**src/rtl/time_pkg.sv**
```systemverilog
// ---------------------------------------------------------------------------
// time_pkg
// Shared definitions for the time-setting controller: the mode/state
// encoding seen on the mode output, and small helpers used to size the
// internal timers from the module parameters.
// ---------------------------------------------------------------------------
package time_pkg;

  // Controller state; the encoding is driven directly onto the mode port.
  typedef enum logic [1:0] {
    MODE_RUN      = 2'b00,
    MODE_SET_HOUR = 2'b01,
    MODE_SET_MIN  = 2'b10
  } mode_e;

  // Bits needed to hold any value in 0..n (never less than one bit).
  function automatic int cnt_width(input int n);
    int w;
    w = $clog2(n + 1);
    return (w < 1) ? 1 : w;
  endfunction

  function automatic int max3(input int a, input int b, input int c);
    int m;
    m = (a > b) ? a : b;
    return (m > c) ? m : c;
  endfunction

endpackage

```
**src/rtl/key_edge.sv**
```systemverilog
// ---------------------------------------------------------------------------
// key_edge
// Registers a debounced, clk-synchronous key level and flags its rising
// edge. The history register is preset to 1 on reset, so a key that is
// already held down when reset is released never reports a press.
//
// Ports
//   clk   in  system clock, rising edge
//   rst_n in  asynchronous active-low reset
//   btn   in  key level
//   rise  out high while btn=1 and the registered previous level is 0
// ---------------------------------------------------------------------------
module key_edge (
  input  logic clk,
  input  logic rst_n,
  input  logic btn,
  output logic rise
);

  logic prev;

  // Previous key level, preset high so a held key is not seen as a press.
  always_ff @(posedge clk or negedge rst_n) begin
    if (!rst_n) prev <= 1'b1;
    else        prev <= btn;
  end

  assign rise = btn & ~prev;

endmodule

```
**src/rtl/time_set_ctrl.sv**
```systemverilog
// ---------------------------------------------------------------------------
// time_set_ctrl
// Front-panel controller for a clock display. In RUN it divides clk down to
// a one-per-second add_sec_l pulse. btn_mode cycles RUN -> SET_HOUR ->
// SET_MIN -> RUN; btn_inc advances the field being set; btn_clr zeroes the
// time counters in any state. Key priority on simultaneous presses is
// clr > mode > inc, and losing presses are dropped.
//
// Build option
//   TIME_CTRL_AUTO_REPEAT_EN  when defined, holding btn_inc in a set state
//                             emits an extra add pulse after REPEAT_DLY
//                             cycles and then every REPEAT_PER cycles.
//
// Parameters
//   DIV         clk cycles per second tick
//   REPEAT_DLY  held cycles before auto-repeat starts
//   REPEAT_PER  cycles between auto-repeat pulses
//
// Ports
//   clk, rst_n                      clock / async active-low reset
//   btn_mode, btn_inc, btn_clr      debounced key levels
//   add_sec_l, add_min_l, add_hour_l one-cycle advance pulses
//   clear                           one-cycle clear pulse
//   mode[1:0]                       00 RUN, 01 SET_HOUR, 10 SET_MIN
//   blink                           blink enable for the field being set
// All outputs are registered.
// ---------------------------------------------------------------------------
module time_set_ctrl
  import time_pkg::*;
#(
  parameter int DIV        = 50000000,
  parameter int REPEAT_DLY = 25000000,
  parameter int REPEAT_PER = 10000000
) (
  input  logic       clk,
  input  logic       rst_n,
  input  logic       btn_mode,
  input  logic       btn_inc,
  input  logic       btn_clr,
  output logic       add_sec_l,
  output logic       add_min_l,
  output logic       add_hour_l,
  output logic       clear,
  output logic [1:0] mode,
  output logic       blink
);

  // Blink half period; a DIV of 1 would otherwise give a zero-length phase.
  localparam int HALF_DIV = (DIV / 2 > 0) ? DIV / 2 : 1;
  // One width shared by all timers, large enough for every limit.
  localparam int CNT_W    = cnt_width(max3(DIV, REPEAT_DLY, REPEAT_PER));

  mode_e            state, state_nxt;
  logic             mode_rise, inc_rise, clr_rise;
  logic             mode_go, inc_go, set_state;
  logic             rpt_fire;
  logic [CNT_W-1:0] presc, presc_nxt;
  logic [CNT_W-1:0] half_cnt, half_nxt;
  logic             sec_nxt, min_nxt, hour_nxt, clr_nxt, blink_nxt;

  key_edge u_edge_mode (.clk(clk), .rst_n(rst_n), .btn(btn_mode), .rise(mode_rise));
  key_edge u_edge_inc  (.clk(clk), .rst_n(rst_n), .btn(btn_inc),  .rise(inc_rise));
  key_edge u_edge_clr  (.clk(clk), .rst_n(rst_n), .btn(btn_clr),  .rise(clr_rise));

  // Priority resolution: a clear press masks mode and inc, mode masks inc.
  assign mode_go   = mode_rise & ~clr_rise;
  assign inc_go    = inc_rise & ~clr_rise & ~mode_rise;
  assign set_state = (state != MODE_RUN);

  // State register.
  always_ff @(posedge clk or negedge rst_n) begin
    if (!rst_n) state <= MODE_RUN;
    else        state <= state_nxt;
  end

  // Next-state logic: one step around the mode ring per accepted mode press.
  always_comb begin
    state_nxt = state;
    if (mode_go) begin
      case (state)
        MODE_RUN:      state_nxt = MODE_SET_HOUR;
        MODE_SET_HOUR: state_nxt = MODE_SET_MIN;
        default:       state_nxt = MODE_RUN;
      endcase
    end
  end

`ifdef TIME_CTRL_AUTO_REPEAT_EN
  logic             rpt_active, rpt_active_nxt;
  logic             rpt_periodic, rpt_periodic_nxt;
  logic [CNT_W-1:0] rpt_cnt, rpt_cnt_nxt, rpt_cnt_inc;

  assign rpt_cnt_inc = rpt_cnt + CNT_W'(1);

  // Auto-repeat tracker. Armed by an accepted inc press in a set state;
  // rpt_cnt counts held cycles during the initial delay, then cycles since
  // the last repeat. Any release, clear or mode press disarms it.
  always_comb begin
    rpt_fire         = 1'b0;
    rpt_active_nxt   = 1'b0;
    rpt_periodic_nxt = 1'b0;
    rpt_cnt_nxt      = '0;
    if (inc_go && set_state) begin
      rpt_active_nxt = 1'b1;
      rpt_cnt_nxt    = CNT_W'(1);
    end else if (rpt_active && btn_inc && set_state && !clr_rise && !mode_rise) begin
      rpt_active_nxt   = 1'b1;
      rpt_periodic_nxt = rpt_periodic;
      rpt_cnt_nxt      = rpt_cnt_inc;
      if (!rpt_periodic && rpt_cnt_inc == CNT_W'(REPEAT_DLY)) begin
        rpt_fire         = 1'b1;
        rpt_periodic_nxt = 1'b1;
        rpt_cnt_nxt      = '0;
      end else if (rpt_periodic && rpt_cnt_inc == CNT_W'(REPEAT_PER)) begin
        rpt_fire    = 1'b1;
        rpt_cnt_nxt = '0;
      end
    end
  end

  always_ff @(posedge clk or negedge rst_n) begin
    if (!rst_n) begin
      rpt_active   <= 1'b0;
      rpt_periodic <= 1'b0;
      rpt_cnt      <= '0;
    end else begin
      rpt_active   <= rpt_active_nxt;
      rpt_periodic <= rpt_periodic_nxt;
      rpt_cnt      <= rpt_cnt_nxt;
    end
  end
`else
  assign rpt_fire = 1'b0;
`endif

  // Output logic: next values for the registered pulses, prescaler and
  // blink generator.
  always_comb begin
    sec_nxt   = 1'b0;
    presc_nxt = '0;
    // Prescaler only runs while staying in RUN; a clear or a mode press
    // zeroes it, so no second tick can leak into a set state.
    if (!clr_rise && !mode_go && state == MODE_RUN) begin
      if (presc == CNT_W'(DIV - 1)) begin
        sec_nxt = 1'b1;
      end else begin
        presc_nxt = presc + CNT_W'(1);
      end
    end

    clr_nxt  = clr_rise;
    hour_nxt = (state == MODE_SET_HOUR) && (inc_go || rpt_fire);
    min_nxt  = (state == MODE_SET_MIN)  && (inc_go || rpt_fire);

    // Blink restarts high on every entry into a set state and then
    // toggles each half period; it is forced low in RUN.
    if (state_nxt == MODE_RUN) begin
      blink_nxt = 1'b0;
      half_nxt  = '0;
    end else if (state_nxt != state) begin
      blink_nxt = 1'b1;
      half_nxt  = '0;
    end else if (half_cnt == CNT_W'(HALF_DIV - 1)) begin
      blink_nxt = ~blink;
      half_nxt  = '0;
    end else begin
      blink_nxt = blink;
      half_nxt  = half_cnt + CNT_W'(1);
    end
  end

  // Output and timer registers.
  always_ff @(posedge clk or negedge rst_n) begin
    if (!rst_n) begin
      presc      <= '0;
      half_cnt   <= '0;
      add_sec_l  <= 1'b0;
      add_min_l  <= 1'b0;
      add_hour_l <= 1'b0;
      clear      <= 1'b0;
      blink      <= 1'b0;
    end else begin
      presc      <= presc_nxt;
      half_cnt   <= half_nxt;
      add_sec_l  <= sec_nxt;
      add_min_l  <= min_nxt;
      add_hour_l <= hour_nxt;
      clear      <= clr_nxt;
      blink      <= blink_nxt;
    end
  end

  assign mode = state;

endmodule

```
**config.mk**
```make
export PLATFORM = sky130hd
export DESIGN_NAME = time_set_ctrl
export DESIGN_NICKNAME = d
export VERILOG_FILES = /design/src/rtl/time_pkg.sv /design/src/rtl/key_edge.sv /design/src/rtl/time_set_ctrl.sv
export SDC_FILE = /design/constraint.sdc
export NUM_CORES = 1
export LEC_CHECK = 0
export BUFFER_PORTS_ARGS = -buffer_cell sky130_fd_sc_hd__buf_2
export CAP_MARGIN = 40
export CORE_UTILIZATION = 25
export DETAILED_ROUTE_END_ITERATION = 6
export GPL_ROUTABILITY_DRIVEN = 0
export HOLD_SLACK_MARGIN = 0.06
export SLEW_MARGIN = 20
export SYNTH_ARGS = -nofsm -noshare
export SYNTH_HDL_FRONTEND = slang
export SYNTH_SLANG_ARGS = --single-unit
```
**constraint.sdc**
```tcl
create_clock -name clk -period 2.3 [get_ports clk]
set_input_delay 0 -clock clk [delete_from_list [all_inputs] [get_ports clk]]
set_output_delay 0 -clock clk [all_outputs]
set_load 0.01 [all_outputs]
```
==> results of run 1 <==
-- cell families after synthesis --
kind of cell | count (synthesis)
buffers and inverters | 19
adder cells (fa/ha/maj) | 3
flip-flops | 62
XOR/XNOR | 26
AND/OR/NAND/NOR | 158
AO/OA/AOI/OAI | 50
-- worst max-delay path by stage --
| stage | startpoint | to |
|---|---|---|
| 3_5_place_dp | presc[0] | presc[24] |
| 4_1_cts | presc[0] | presc[24] |
| 2_1_floorplan | presc[0] | presc[24] |
| 5_1_grt | presc[2] | presc[23] |
| 6_report | presc[2] | presc[23] |
| 3_3_place_gp | presc[0] | presc[24] |
-- metal layers --
metal | part of all wire, % | up-vias | track usage [%]
li1 | - | 1238 | -
met1 | 50 | 1217 | 13.79
met2 | 45 | 26 | 17.09
met3 | 2.5 | 9 | 3.017
met4 | 2.4 | 0 | 6.234
met5 | 0 | - | 0
-- what timing repair did --
action | CTS | global route
hold endpoints to repair | 27 | 0
hold buffers | 4 | 0
resized for setup | 0 | 1
setup endpoints to repair | 0 | 1
setup buffers | 0 | 0
-- worst reg2reg max path, delay by kind of cell (launching register included) --
| family | cells | cell delay (ps) |
|---|---|---|
| compound gates | 1 | 220 |
| flops | 1 | 440 |
| simple gates | 3 | 1370 |
-- cell usage in the layout (no fill, tap or decap), types with 9 or more instances in the layout --
cell	instances
nor3_1	19
xor2_1	11
nor2_1	23
nand2_1	25
or3_1	16
dfrtp_1	59
buf_2	11
a21oi_1	12
nand4_1	11
or4_1	12
o21ai_0	15
clkbuf_16	9
nand3_1	15
xnor2_1	15
-- area by class of cell --
class,instances,area share [%]
clock buffer,10,6.193
tap,168,5.447
multi-input combinational,237,39.59
inverter,8,0.7782
sequential,62,40.30
timing repair buffer,24,4.864
clock inverter,6,2.821
-- through the flow --
| stage | cells | utilization [%] | setup slack, ps | cell area [um^2] |
|---|---|---|---|---|
| 6_report | 515 | 31.73 | 175.2 | 3859 |
| 5_1_grt | 515 | 31.73 | 31.96 | 3859 |
| 4_1_cts | 515 | 31.70 | 114.6 | 3855 |
| 3_5_place_dp | 495 | 28.51 | 149.7 | 3467 |
| 3_3_place_gp | 495 | 28.51 | 183.3 | 3467 |
| 2_1_floorplan | 318 | - | 181.9 | 3157 |
-- power groups by stage --
stage / Sequential (W) / Combinational (W) / Clock, W
detailed placement: 0.00123 / 0.000354 / 0
global route: 0.00122 / 0.000393 / 0.00163
floorplan: 0.00123 / 0.000201 / 0
global placement: 0.00123 / 0.000349 / 0
CTS: 0.00121 / 0.000361 / 0.00159
finish: 0.00121 / 0.000355 / 0.00156
==> impl_results.md, run 1 <==
- CP Depth: 4
- Worst EP arrival: 2370 ps
- Library cells used by synthesis: 42
- R2r setup slk: 180 ps
- FP Rows: 40
- Number of fill cells: 1235
- First drt pass iteration count: 4
- RSZ-0062 raised after global routing: no
- CP Max Fanout: 14
- Die ar.: 13080 um^2
- DP HPWL: 4.325 mm
- Clock root buffer master: clkbuf_16
- Status: completed
- Sequential-to-total area share from yosys stat: 49.27%
- Simple-gate portion of the synthesized area: 28.97%
- Core area: 12160 um^2
- Skew final: 5.741 ps
- Worst VDD drop: 0.3501 mV
- Global-route wire length before repair: 11.21 mm
- Max-cap violation count: 0
- Nets: 350
- Die height: 114.4 um
- WP data required: 2540 ps
- Share of layout cells above drive strength 1: 15.85%
- Gate count after technology mapping: 318
- Comb pwr share: 11.4%
- Post-Syn Area per Cell: 9.927 um^2
- Crit path capture type: flop
- Sw frac: 24.60%
- R2R Path Start: presc[2]
- Worst slew pin tran: 596.6 ps
- Multi-input gate area: 1528 um^2
- Final Hold Fails: 0
- Clock period minus final worst setup slack: 2125 ps
- Antenna Nets Post-Route: 0
- Synth top area share: 46.77%
- Synth Warn #: 0
- Routed vias/inst: 4.835
- R2R depth: 4
- DRC: 0
- Total GRT Usage: 11.01%
- Area contributors post-synth: dfrtp_1, xnor2_1, or3_1
- Syn nets: 326
- #FFs+latches synth: 62
- DRT Wirelength: 6.390 mm
- Most frequent cell after synthesis: dfrtp_1
- Clock sink total: 62
- IO Pins: 12
- PD cells: 809.8 nW/um^2
- Psw: 0.0007687 W
- Worst Setup Path Type: flop to flop
- Post-synth top area cell: dfrtp_1
- Grt total ovfl: 0
- Mapped Area: 3157 um^2
- Latest clock arrival within the worst-skew pair: 330 ps
- Critical path startpoint category: flop
- P_leak: 1.480 nW
- Vias: 2490
- Fin crit share: 92.38%
- N_diodes: 0
- Clock share of power: 49.9%
- Drt wl/cell: 12.41 um
- Starting density of the core: 25.96%
- Synth async-reset ratio: 100.0%
- DRT iter0 DRCs: 195
- Num CTS Buffers: 9
- Largest net degree at the start of global routing: 39
- Cell-internal power: 0.002356 W
- Commonest cells in the netlist: dfrtp_1, nand2_1, nor2_1, nor3_1, or3_1
- Initial antenna violation count: 0
- Crit path max-delay family: simple AND/OR/NAND/NOR gates
- Endpoints failing setup: 0
- Number of synthesized flops with an enable pin: 0
- Synth Area in XOR/XNOR: 7.214%
- Highest clock rate: 470.6 MHz
- CTS max path bufs: 2
- Largest family of logic cells by synthesized area: simple AND/OR/NAND/NOR gates
- Min-delay worst type: input port to asynchronous set/reset pin
- Vias in the first global route: 2416
- Slew HR: 60.23%
- Post-Synth Adder-Cell Area: 1.189%
- CP Cell Sequence: nand3_1 > or4_4 > or4_1 > a211oi_2
- P&R area growth vs syn: 22.24%
- Post-synthesis mux area share: 0%
- Final Hold Slack: 205.5 ps
- Slowest stage cell, crit path: or4_4
- Compound-cell area share of the yosys netlist: 10.62%
- H-tree levels: 3
- Reg power frac: 38.8%
- Worst r2r dst: presc[23]
- Total power: 0.003125 W
- Die Wd: 114.4 um
- CP Buf/Inv Count: 0
- Clk slew on worst S/H paths: 50 ps
- Fin Setup TNS: 0 ps
- Fin. max-slew vios: 0
- IO buf count: 11
- CP peak stage delay: 660 ps
- Register area: 1555 um^2
- Most used DFF post-synth: dfrtp_1
- TritonCTS clock tree: yes
(Power assumes the default switching activity.)
==> run 2: changes to the inputs <==
Settings changed: BUFFER_PORTS_ARGS -buffer_cell sky130_fd_sc_hd__buf_2 to -buffer_cell sky130_fd_sc_hd__buf_4.
==> impl_results.md, run 2 (synthesis gave the netlist of run 1 again) <==
- IO Pins: 12
- Worst slew pin tran: 334.5 ps
- Total GRT Usage: 11.10%
- Endpoints failing setup: 0
- CP Buf/Inv Count: 0
- Vias: 2537
- R2R Path Start: presc[5]
- Global-route wire length before repair: 11.63 mm
- Number of fill cells: 1229
- Share of layout cells above drive strength 1: 16.67%
- Worst Setup Path Type: flop to flop
- Placed cell areas: 3482 um^2
- N_diodes: 0
- Fin. max-slew vios: 0
- Fin Setup TNS: 0 ps
- Clk slew on worst S/H paths: 60 ps
- H-tree levels: 3
- Total power: 0.003061 W
- FP Rows: 40
- Most frequent cells in the layout: dfrtp_1, nand2_1, nor2_1, nor3_1, buf_4
- Leading cell type in the layout, fill and taps excluded: dfrtp_1
- Slowest stage cell, crit path: or4_4
- Latest clock arrival within the worst-skew pair: 320 ps
- Clock share of power: 48.5%
- Critical path startpoint category: flop
- Worst VDD drop: 0.4392 mV
- Num CTS Buffers: 9
- Die Wd: 114.4 um
- Cell-internal power: 0.002293 W
- Grt total ovfl: 0
- Final Hold Fails: 0
- DP HPWL: 4.299 mm
- P&R area growth vs syn: 23.35%
- Nets: 351
- Reg power frac: 39.6%
- IO buf count: 11
- Worst EP arrival: 2340 ps
- DRC: 0
- CTS max path bufs: 2
- R2r setup slk: 190 ps
- Drt wl/cell: 12.60 um
- Routed vias/inst: 4.917
- Core area: 12160 um^2
- CP peak stage delay: 620 ps
- Skew final: 8.466 ps
- Die ar.: 13080 um^2
- CP Cell Sequence: nand3_1 > or4_4 > or4_1 > a211oi_1
- Fin crit share: 91.88%
- RSZ-0062 raised after global routing: no
- DRT iter0 DRCs: 202
- Crit path max-delay family: simple AND/OR/NAND/NOR gates
- Starting density of the core: 25.96%
- Vias in the first global route: 2555
- Final Hold Slack: 78.11 ps
- Highest clock rate: 473.2 MHz
- Initial antenna violation count: 0
- PD cells: 786.2 nW/um^2
- Crit path from: presc[5]
- Largest net degree at the start of global routing: 63
- Max-cap violation count: 0
- Crit path capture type: flop
- DRT Wirelength: 6.503 mm
- P_leak: 1.481 nW
- Sw frac: 25.09%
- Die height: 114.4 um
- Slew HR: 77.49%
- Status: completed
- Min-delay worst type: input port to asynchronous set/reset pin
- Clock sink total: 62
- Psw: 0.0007679 W
- R2R depth: 4
- Final instance area: 3894 um^2
- First drt pass iteration count: 4
- Clock root buffer master: clkbuf_16
- TritonCTS clock tree: yes
- Antenna Nets Post-Route: 0
- Worst r2r dst: presc[25]
- WP data required: 2520 ps
- Postcts setup bufs: 0
- Comb pwr share: 11.9%
- CP Max Fanout: 14
- Clock period minus final worst setup slack: 2113 ps
[run 2: cell count changes in the layout (fill, tap and decap cells not counted), sizes merged]
cell,previous run,this run
clkinv,3,2
bufinv,3,2
buf,20,21
clkinvlp,0,1
clkbuf,10,11
[run 2: per-layer routing]
| layer | global-route usage, % | up-vias | share of wire [%] |
|---|---|---|---|
| met5 | 0 | - | 0 |
| met4 | 5.714 | 0 | 2.2 |
| met3 | 2.488 | 13 | 2.8 |
| met2 | 17.82 | 43 | 46 |
| met1 | 13.99 | 1240 | 49 |
| li1 | - | 1241 | - |
[run 2: how the worst max path moves through the flow]
stage           endpoint  cells past startpoint  slack, ps
3_3_place_gp   presc[24]                      5        190
2_1_floorplan  presc[24]                      6        180
3_5_place_dp   presc[25]                      4        110
6_report       presc[25]                      4        190
4_1_cts        presc[25]                      4        100
5_1_grt        presc[25]                      4          2
[run 2: cell type report]
type | instances | area, um^2 | share of cell area, %
clock inverters | 5 | 81.33 | 2.089
well taps | 168 | 210.2 | 5.398
repair buffers | 25 | 230.2 | 5.913
multi-input cells | 237 | 1533 | 39.36
flip-flops and latches | 62 | 1556 | 39.97
inverters | 8 | 30.03 | 0.7712
clock buffers | 11 | 252.7 | 6.491
[run 2: through the flow]
step,setup slack (ps),std cells,util (%)
after global placement,193.3,495,28.63
after detailed placement,110.5,495,28.63
after CTS,98.42,515,31.71
final,186.7,516,32.02
after floorplan,181.9,318,-
after global routing,2.464,516,32.02
[run 2: repair_timing]
action	4_1_cts	5_1_grt
gates resized for setup	0	3
hold endpoints to repair	65	0
endpoints found under the setup margin	0	2
hold buffers	4	0
[run 2: power by group through the flow]
stage          clock network [W]  registers (W)  logic [W]
2_1_floorplan                  0        0.00123   0.000201
3_3_place_gp                   0        0.00123   0.000355
3_5_place_dp                   0        0.00123   0.000359
4_1_cts                  0.00152        0.00121   0.000365
5_1_grt                  0.00157        0.00122   0.000408
6_report                 0.00148        0.00121   0.000365
==> run 3: changes to the inputs <==
Settings changed: MAX_ROUTING_LAYER set to met4, PLACE_DENSITY set to 0.43.
==> impl_results.md, run 3 (synthesis gave the netlist of run 1 again) <==
- Critical path startpoint category: flop
- Hold Buf Count CTS: 4
- IO Pins: 12
- CP Max Fanout: 7
- WP data required: 2540 ps
- Nets: 351
- PD cells: 760.2 nW/um^2
- IO buf count: 11
- Vias: 2479
- DRC: 0
- Total GRT Usage: 12.58%
- Clk slew on worst S/H paths: 50 ps
- Max-cap violation count: 0
- Die Wd: 114.4 um
- Vias in the first global route: 2457
- First drt pass iteration count: 4
- Leading cell type in the layout, fill and taps excluded: dfrtp_1
- Worst r2r dst: presc[24]
- Dpl ws: 122.3 ps
- Global-route wire length before repair: 12.26 mm
- Clock sink total: 62
- FP Rows: 40
- Most frequent cells in the layout: dfrtp_1, nand2_1, nor2_1, nor3_1, buf_4
- R2R Path Start: presc[0]
- RSZ-0062 raised after global routing: no
- Fin Setup TNS: 0 ps
- Min-delay worst type: input port to asynchronous set/reset pin
- Share of layout cells above drive strength 1: 15.23%
- Crit path capture type: flop
- R2R depth: 5
- Metal2 WL: 3.082 mm
- Core area: 12160 um^2
- WL met1: 3.613 mm
- Drt wl/cell: 13.66 um
- Grt total ovfl: 0
- Status: completed
- Initial antenna violation count: 0
- Antenna Nets Post-Route: 0
- DRT Wirelength: 7.046 mm
- DP HPWL: 4.768 mm
- R2r setup slk: 120 ps
- Slew HR: 72.19%
- Largest net degree at the start of global routing: 43
- # resized after CTS: 0
- Routed wl met3: 214 um
- Worst EP arrival: 2420 ps
- P_leak: 1.462 nW
- Endpoints failing setup: 0
- Top sig layer: met4
- Setup WS post-layout: 119.1 ps
- Clock root buffer master: clkbuf_16
- CTS max path bufs: 2
- Worst Setup Path Type: flop to flop
- Fin. max-slew vios: 0
- Die height: 114.4 um
- Routed vias/inst: 4.804
- N_diodes: 0
- Worst slew pin tran: 413.3 ps
- Latest clock arrival within the worst-skew pair: 330 ps
- Worst VDD drop: 0.3487 mV
- Clock period minus final worst setup slack: 2181 ps
- Postcts setup bufs: 0
- H-tree levels: 3
- TritonCTS clock tree: yes
- Final Hold Fails: 0
- Die ar.: 13080 um^2
- Skew final: 6.763 ps
- Num CTS Buffers: 9
- P&R area growth vs syn: 21.76%
- Fin crit share: 94.82%
- Starting density of the core: 25.96%
- Highest clock rate: 458.5 MHz
- DRT iter0 DRCs: 147
## run 3: cell count changes in the layout (fill, tap and decap cells not counted), sizes merged
cell / delta
bufinv: -1
clkbuf: +1
## run 3: per-stage QoR
| stage | area, um^2 | instances | power [W] | hold slack (ps) | utilization, % |
|---|---|---|---|---|---|
| 6_report | 3844 | 516 | 0.002922 | 113.9 | 31.60 |
| 5_1_grt | 3844 | 516 | 0.003077 | 141.3 | 31.60 |
| 4_1_cts | 3844 | 516 | 0.002971 | 116.9 | 31.60 |
| 3_5_place_dp | 3510 | 496 | 0.001605 | -72.31 | 28.86 |
| 3_3_place_gp | 3482 | 495 | 0.001597 | 116.8 | 28.63 |
| 2_1_floorplan | 3157 | 318 | 0.001429 | -295.6 | - |
## run 3: where the power goes
part           internal (W)  switching [W]  leakage [nW]
Combinational      0.000138       0.000234         0.471
Sequential          0.00115      0.0000665         0.848
Clock              0.000864       0.000472         0.143
Total               0.00215       0.000772          1.46
## run 3: layout make-up
class / instances / area, um^2
repair buffers: 25 / 230.2
inverters: 8 / 30.03
flip-flops and latches: 62 / 1555
clock buffers: 12 / 246.5
clock inverters: 4 / 47.55
multi-input cells: 237 / 1524
fillers: 1249 / 8318
well taps: 168 / 210.2
## run 3: layer usage
metal,GRT usage [%],up-vias
met1,15.70,1204
met3,3.653,10
met4,5.195,0
met5,-,-
li1,-,1228
met2,19.03,37
## run 3: worst max-delay path by stage
stage | endpoint | from | cells after the start | slack [ps]
after global routing | presc[24] | presc[0] | 5 | 20
after CTS | presc[24] | presc[0] | 5 | 120
after global placement | presc[24] | presc[0] | 5 | 180
after detailed placement | presc[24] | presc[0] | 5 | 120
after floorplan | presc[24] | presc[0] | 6 | 180
final | presc[24] | presc[0] | 5 | 120
## run 3: critical path, stage by stage (launching register included)
cell,delay (ps)
dfrtp_1,380
ha_1,240
nand4_2,120
or4_1,650
or4_1,460
a211oi_2,240
